===== src/rtl/regfile_wr_ctrl.sv =====
// rtl/regfile_wr_ctrl.sv - round-robin write-port controller with register-0 drop and zeroing sweep
// Arbitrates ALU/load writeback onto the single register-file write port.
module regfile_wr_ctrl #(
  parameter int NREG = 32,
  parameter int AW   = 5,
  parameter int DW   = 32
) (
  input  logic          Clk,
  input  logic          Clr,
  input  logic          Init,
  output logic          Busy,
  input  logic          Req0,
  input  logic          Req1,
  input  logic [AW-1:0] A0,
  input  logic [AW-1:0] A1,
  input  logic [DW-1:0] D0,
  input  logic [DW-1:0] D1,
  output logic          Gnt0,
  output logic          Gnt1,
  output logic          We,
  output logic [AW-1:0] Wa,
  output logic [DW-1:0] Wd
);

  typedef enum logic {IDLE, SWEEP} state_t;

  localparam logic [AW-1:0] LAST_REG = AW'(NREG - 1);

  state_t        state_q, state_d;
  logic          prio_q, prio_d;
  logic          we_q, we_d;
  logic [AW-1:0] wa_q, wa_d;
  logic [DW-1:0] wd_q, wd_d;

  // Grant decode sees only Req/Init/Clr/state/prio so A/D never reach Gnt.
  always_comb begin
    Gnt0 = 1'b0;
    Gnt1 = 1'b0;
    if (!Clr && state_q == IDLE && !Init) begin
      if (Req0 && (!Req1 || !prio_q)) begin
        Gnt0 = 1'b1;
      end else if (Req1) begin
        Gnt1 = 1'b1;
      end
    end
  end

  always_comb begin
    state_d = state_q;
    prio_d  = prio_q;
    we_d    = 1'b0;
    wa_d    = wa_q;
    wd_d    = wd_q;
    if (Clr) begin
      state_d = IDLE;
      prio_d  = 1'b0;
      wa_d    = '0;
      wd_d    = '0;
    end else begin
      case (state_q)
        IDLE: begin
          if (Init) begin
            state_d = SWEEP;
            we_d    = 1'b1;
            wa_d    = AW'(1);
            wd_d    = '0;
          end else if (Gnt0) begin
            prio_d = 1'b1;
            we_d   = (A0 != '0);
            wa_d   = A0;
            wd_d   = D0;
          end else if (Gnt1) begin
            prio_d = 1'b0;
            we_d   = (A1 != '0);
            wa_d   = A1;
            wd_d   = D1;
          end
        end
        SWEEP: begin
          // Last swept register stays on Wa; We drops as we return to IDLE.
          if (wa_q == LAST_REG) begin
            state_d = IDLE;
          end else begin
            we_d = 1'b1;
            wa_d = wa_q + AW'(1);
            wd_d = '0;
          end
        end
        default: begin
          state_d = IDLE;
        end
      endcase
    end
  end

  always_ff @(posedge Clk) begin
    if (Clr) begin
      state_q <= IDLE;
      prio_q  <= 1'b0;
      we_q    <= 1'b0;
      wa_q    <= '0;
      wd_q    <= '0;
    end else begin
      state_q <= state_d;
      prio_q  <= prio_d;
      we_q    <= we_d;
      wa_q    <= wa_d;
      wd_q    <= wd_d;
    end
  end

  assign We   = we_q;
  assign Wa   = wa_q;
  assign Wd   = wd_q;
  assign Busy = (state_q == SWEEP);

endmodule


===== config.mk =====
export PLATFORM = sky130hd
export DESIGN_NAME = regfile_wr_ctrl
export DESIGN_NICKNAME = d
export VERILOG_FILES = /design/src/rtl/regfile_wr_ctrl.sv
export SDC_FILE = /design/constraint.sdc
export NUM_CORES = 1
export LEC_CHECK = 0
export CAP_MARGIN = 20
export CORE_ASPECT_RATIO = 1.4
export CORE_MARGIN = 2
export CORE_UTILIZATION = 42
export CTS_BUF_LIST = sky130_fd_sc_hd__clkbuf_2 sky130_fd_sc_hd__clkbuf_4 sky130_fd_sc_hd__clkbuf_8
export DETAILED_ROUTE_END_ITERATION = 8
export PLACE_DENSITY = 0.91
export RECOVER_POWER = 25
export SLEW_MARGIN = 20
export SYNTH_ARGS = -nofsm -noshare
export SYNTH_HDL_FRONTEND = slang
export SYNTH_SLANG_ARGS = --single-unit

===== constraint.sdc =====
create_clock -name Clk -period 5.7 [get_ports Clk]
set_clock_uncertainty 0.1 [all_clocks]
set_input_delay 1.71 -clock Clk [delete_from_list [all_inputs] [get_ports Clk]]
set_output_delay 1.71 -clock Clk [all_outputs]
set_load 0.02 [all_outputs]

* After elaboration in Yosys (flattened, before gate mapping)
Index checks and enable logic that the tools add are counted.
Widths: inputs -> output; s select.
** Operators by class
- $add $sub $neg :: 1
- Eq/ne operators :: 3
- Multiplexer cells :: 24
- Bitwise logic cells :: 2
- Reductions and logical operators :: 13
** Operators by type and width (count)
- $mux 32 :: 4
- $pmux 32 s2 :: 1
- $mux 5 :: 4
- $mux 1 :: 12
- $pmux 5 s2 :: 1
- $reduce_bool 5->1 :: 2
- $add 5x1->5 const B :: 1
- $eq 5x5->1 const B :: 1
- $logic_not 1->1 :: 4
- $ne 4x4->1 const B :: 1
- $pmux 1 s2 :: 2
- $logic_and 1x1->1 :: 3
- $reduce_and 3->1 :: 1
- $ne 2x2->1 const B :: 1
- $not 1->1 :: 2
- $reduce_and 2->1 :: 1
- $reduce_bool 2->1 :: 1
- $logic_or 1x1->1 :: 1
** Storage, ports and cells
- Flip-flop bits (word level) :: 40
- Input bits :: 79
- Logic and storage cells :: 48

* Depth between registers and ports, before layout
- Depth after elaboration :: 9
- Gate-level depth with buffers :: 8

* Worst setup path before layout
OpenSTA, ideal clock, no wires.
- Path kind :: input to output
- Start :: input port Init
- End :: output port Gnt1
- Arrival :: 2510 ps
- Data required time :: 3890 ps
- Slack :: 1380 ps
- Stages :: 2
- Cells stage by stage :: or2_1 > nor4b_2
** On the way
- Longest elaborated chain between the ends :: 3
** Ends and longest elaborated chain
- from (decl) :: RTL line 10 : input logic Init,
- $logic_not 1->1 :: RTL line 39 : if (!Clr && state_q == IDLE && !Init) begin
- $logic_and 1x1->1 :: RTL line 39
- $mux 1 :: RTL line 39
- to (decl) :: RTL line 19 : output logic Gnt1,
No other way between the ends.

* Worst setup path in the final report
Same ends and word-level chain as after synthesis.

==> impl_metrics.tcl <==
set metrics [dict create \
    grt_pass1_wl_mm 9.40 \
    drive_above_1_share 0.0627 \
    p_int_mw 0.484 \
    cts_tree "done" \
    worstPathRequired_ps 3890 \
    crit_chain "clkdlybuf4s50_1 > or2_0 > nor4b_2 > clkdlybuf4s50_1" \
    ctsLongestPathBuffers 2 \
    hold_depth 1 \
    critPathMaxStageDelay_ps 660 \
    syn_nets 284 \
    r2r-end "Wd[4]" \
    setup_ws_ps 440 \
    combPwrFrac 0.239 \
    switchingPower_mw 0.178 \
    path_clk_slew_ps 80 \
    drv_slew 0 \
    cts_resized 0 \
    p_leak_nw 1.46 \
    crit_family "buffers and inverters" \
    synth-compound-area-share 0.218 \
    synth_top_family_by_area "compound AO/OA/AOI/OAI gates" \
    synth-simple-area-share 0.156 \
    setup_viol 0 \
    p_total_mw 0.662 \
    ant_nets 0 \
    ios 120 \
    power_frac_clock 0.303 \
    fmax_ghz 0.190 \
    path_class "input port to primary output" \
    final_hold_viol_count 0 \
    cp-start-kind "input port" \
    ys_types 39 \
    holdCritStartpoint "Wd[25]" \
    crit_top_cell "clkdlybuf4s50_1" \
    slew_headroom 0.381 \
    setup_tns_ps 0 \
    p_seq_frac 0.458 \
    critPathMaxFanout 5 \
    drt_iter0_markers 87 \
    die_area_sq_um 5500 \
    dp_hpwl_mm 4.41 \
    drc 0 \
    drt_pre_antenna_iters 4 \
    syn_to_final_growth_pct 61.9 \
    synth.area.mux_share 0.160 \
    syn_area_sq_um 2060 \
    timing.final.crit_share 0.923 \
    root_buffer "clkbuf_8" \
    grt_max_degree 36 \
    period_minus_slack_ps 5260 \
    post_cts_buffers 0 \
    gr-total-overflow 0 \
    ys_warn_count 0 \
    grt_antenna_before_repair 0 \
    whs_endpoint "Wd[25]" \
    synth_edf_count 0 \
    final_cells 383 \
    switching_share 0.269 \
    post_drt_wl_per_cell_um 15.3 \
    arrival_ps 3450 \
    ys_seq_area_frac 0.388 \
    die_y_um 87.0 \
    core-area_sq_um 4800 \
    numCtsBuffers 5 \
    cp_num_buf_inv 2 \
    place.gp.congestion 0.911 \
    hp-class "flop to flop" \
    viasPerCell 5.14 \
    grtUsageTotal 0.215 \
    cts_hold_buffers 0 \
    irDropWorstVdd_mv 0.153 \
    synth-adder-area-share 0.0121 \
    nets 399 \
    reg2reg_depth 8 \
    regArea_sq_um 801 \
    dp_cells 375 \
    synth_xor_xnor_area_share 0 \
    clock_latency_ps 290 \
    multi_input_area_sq_um 1130 \
    fillCellCount 405 \
    r2r-start "Wa[0]" \
    std_cell_rows 30 \
    power_density_nw_per_um2 198 \
    clock-sinks 40 \
    syn_area_per_cell_sq_um 10.2 \
    die_x_um 63.3 \
    synth-main-ff-cell "dfxtp_1" \
    worst_pin_slew_ps 921 \
    htreeDepth 2 \
    rsz0062_at_grt "no" \
    cap_violations 0 \
    post-place-ws_ps 464 \
    r2r_slack_ps 3450 \
    wl_mm 5.85 \
    start_util 0.430 \
    endpoint_kind "primary output" \
    async_flop_share 0 \
    port_buffers 119 \
    slowest_stage "clkdlybuf4s50_1" \
    routed-via-count 1967 \
    grt_pass1_vias 2052 \
    diodes 0 \
    synth_seq_cells 40 \
    run_status "completed" \
    syn_inst 203 \
    whs_ps 360 \
]
[logic make-up (layout without fill, tap and decap cells)]
group,after synthesis,in the layout
compound gates,55,55
simple gates,54,54
flops,40,40
mux,33,33
buf+inv,19,135
fa+ha+maj,2,2
[per-layer routing]
| layer | vias up | GRT usage | part of all wire |
|---|---|---|---|
| met1 | 897 | 0.242 | 0.40 |
| met4 | 0 | 0.0968 | 0.023 |
| met2 | 72 | 0.391 | 0.53 |
| met5 | - | 0 | 0 |
| met3 | 13 | 0.0427 | 0.046 |
| li1 | 985 | - | - |
[cell type report]
type	instances	area share
repair buffers	123	0.365
well taps	64	0.0240
clock inverters	2	0.00449
clock buffers	6	0.0247
multi-input cells	144	0.337
flip-flops and latches	40	0.240
inverters	4	0.00449
[flip-flops by register name (all words and copies together) (netlist names)]
signal	flops
prio_q	1
We	1
Busy	1
Wd	32
Wa	5
[placed cells by master (no fill, tap or decap), types with 3 or more instances in the layout]
cell / n
dfxtp_1: 40
nor2b_1: 20
inv_1: 4
o21ai_0: 3
a21oi_1: 3
o2bb2ai_1: 32
nand2_1: 9
buf_4: 4
and3_1: 3
clkbuf_8: 6
nor3_1: 3
mux2i_1: 33
o31ai_1: 4
clkdlybuf4s50_1: 100
dlygate4sd3_1: 19
nor2_1: 6
[worst register-to-register path: stages, from the launching register on]
cell	delay, ps
dfxtp_1	360
ha_1	240
and3_1	200
ha_1	190
nand2_1	120
a21boi_2	420
nor2_2	50
buf_4	250
o2bb2ai_1	190
[per-stage QoR]
stage / utilization / area (sq um)
after floorplan: - / 2060
after global placement: 0.675 / 3240
after detailed placement: 0.675 / 3240
after CTS: 0.696 / 3340
after global routing: 0.696 / 3340
final: 0.696 / 3340
[how the worst max path moves through the flow]
stage	startpoint	slack, ps	to	cells after the start
floorplan	Init	1380	Gnt1	2
global placement	Init	450	Gnt1	4
detailed placement	Init	460	Gnt1	4
CTS	Init	450	Gnt1	4
global route	Init	360	Gnt1	4
finish	Init	440	Gnt1	4
[Yosys cell counts (2+ instances only)]
cell type / n / area [sq um]
a311oi_1: 2 / 17.5
nand2_1: 9 / 33.8
clkbuf_1: 2 / 7.51
inv_1: 4 / 15.0
dfxtp_1: 40 / 801
buf_2: 4 / 20.0
o21ai_0: 3 / 15.0
buf_6: 6 / 67.6
or2_1: 2 / 12.5
nor3_1: 3 / 15.0
ha_1: 2 / 25.0
and3_1: 3 / 18.8
a21boi_0: 2 / 15.0
a21bo_2: 2 / 20.0
nor2_1: 6 / 22.5
o2bb2ai_1: 32 / 280
o31ai_1: 4 / 30.0
a211oi_1: 2 / 15.0
mux2i_1: 33 / 330
a21oi_1: 3 / 15.0
nor2b_1: 20 / 125
and4_1: 2 / 17.5
[power groups by stage]
stage                     combinational, mW  sequential, mW  clock, mW
after floorplan                      0.0576           0.323          0
after global routing                  0.170           0.305      0.218
after global placement                0.158           0.309          0
final                                 0.158           0.303      0.201
after detailed placement              0.161           0.309          0
after CTS                             0.162           0.303      0.205
Note: power is estimated with default switching activity, not from simulation.
==> RTL change: new RTL, same settings <==
Change the parameter `DW` from 32 to 28.
--- a/src/rtl/regfile_wr_ctrl.sv
+++ b/src/rtl/regfile_wr_ctrl.sv
@@ -5,3 +5,3 @@
   parameter int AW   = 5,
-  parameter int DW   = 32
+  parameter int DW   = 28
 ) (
Interface: changed (resized D0, D1 and Wd); port bits go from 120 to 108. No check against the original RTL was run, so the function may have changed too.
==> RTL change against the unedited design <==
First-iteration DRC count up 45%; synthesized area down 7.6%; routed wire length down 10%; design area down 8.2%; setup slack better by 33 ps; total power down 7.2%; sequential cell count down 4; clock power down 6%; sequential power down 8.9%; worst hold slack worse by 6.0 ps; critical path type unchanged.
==> RTL change: results (changes against the unedited design) <==
layout:
  largest_reg_flops: 28  # -13%
  n_fill_cell: 350  # -14%
  nClkBuffers: 7  # +1
  final_layout_size_suffix_gt1_share_pct: 14.2  # +7.9 points
  multi_input_gates: 112  # -22%
global_routing:
  grt_max_degree: 29  # -19%
  grt.met3_usage_pct: 5.74  # +1.5 points
  grt.total_usage_pct: 21.3  # -0.13 points
  grt_pass1_vias: 1740  # -15%
  met1_usage_pct: 23.9  # -0.29 points
power_and_ir_drop:
  cellLeakagePower_uw: 0.00115  # -21%
  clkPwrFrac_pct: 30.8  # +0.5 points
  total_power_uw: 614  # -7.2%
  pg_comb_uw: 149  # -6%
  ir_drop_mv: 0.161  # +5.3%
drt:
  wl_met1_microns: 2000  # -14%
  post_drt_wl_per_cell_microns: 15.9  # +4.2%
  drt_iter0_drc: 126  # +45%
setup_path:
  reg2reg_to: "Wd[23]"
  cp.arrival_ps: 3420  # -30 ps
place:
  io_buffers: 107  # -10%
  dpl_cell_area_sq_um: 2970  # -8.4%
yosys:
  syn_nets: 234  # -18%
  synth.area.top_cells: "dfxtp_1 38%, o2bb2ai_2 16%, mux2i_1 15%, o2bb2ai_1 3.7%, buf_6 2.4%"
status:
  status: "complete, no violations"
==> RTL change: cell types whose count changed in the layout (fill, tap and decap cells not counted), sizes merged, moves of 4 or more <==
cell	unedited run	this run
dfxtp	40	36
clkdlybuf4s50	100	90
mux2i	33	28
o2bb2ai	32	28
nor2b	21	3
==> RTL change: stage by stage <==
step	util, %	worst slack (ps)	cells
after floorplan	-	1410	161
after global placement	66.6	514	323
after detailed placement	66.6	480	323
after CTS	68.7	475	330
after global routing	68.7	423	330
final	68.7	474	330
==> RTL change: logic make-up (layout without fill, tap and decap cells) <==
| family | count (synthesis) | in the layout | synth area share, % |
|---|---|---|---|
| compound gates | 52 | 52 | 28.6 |
| fa+ha+maj | 2 | 2 | 1.31 |
| buf+inv | 13 | 120 | 6.50 |
| flops | 36 | 36 | 37.8 |
| mux | 28 | 28 | 14.7 |
| simple gates | 30 | 30 | 11.1 |
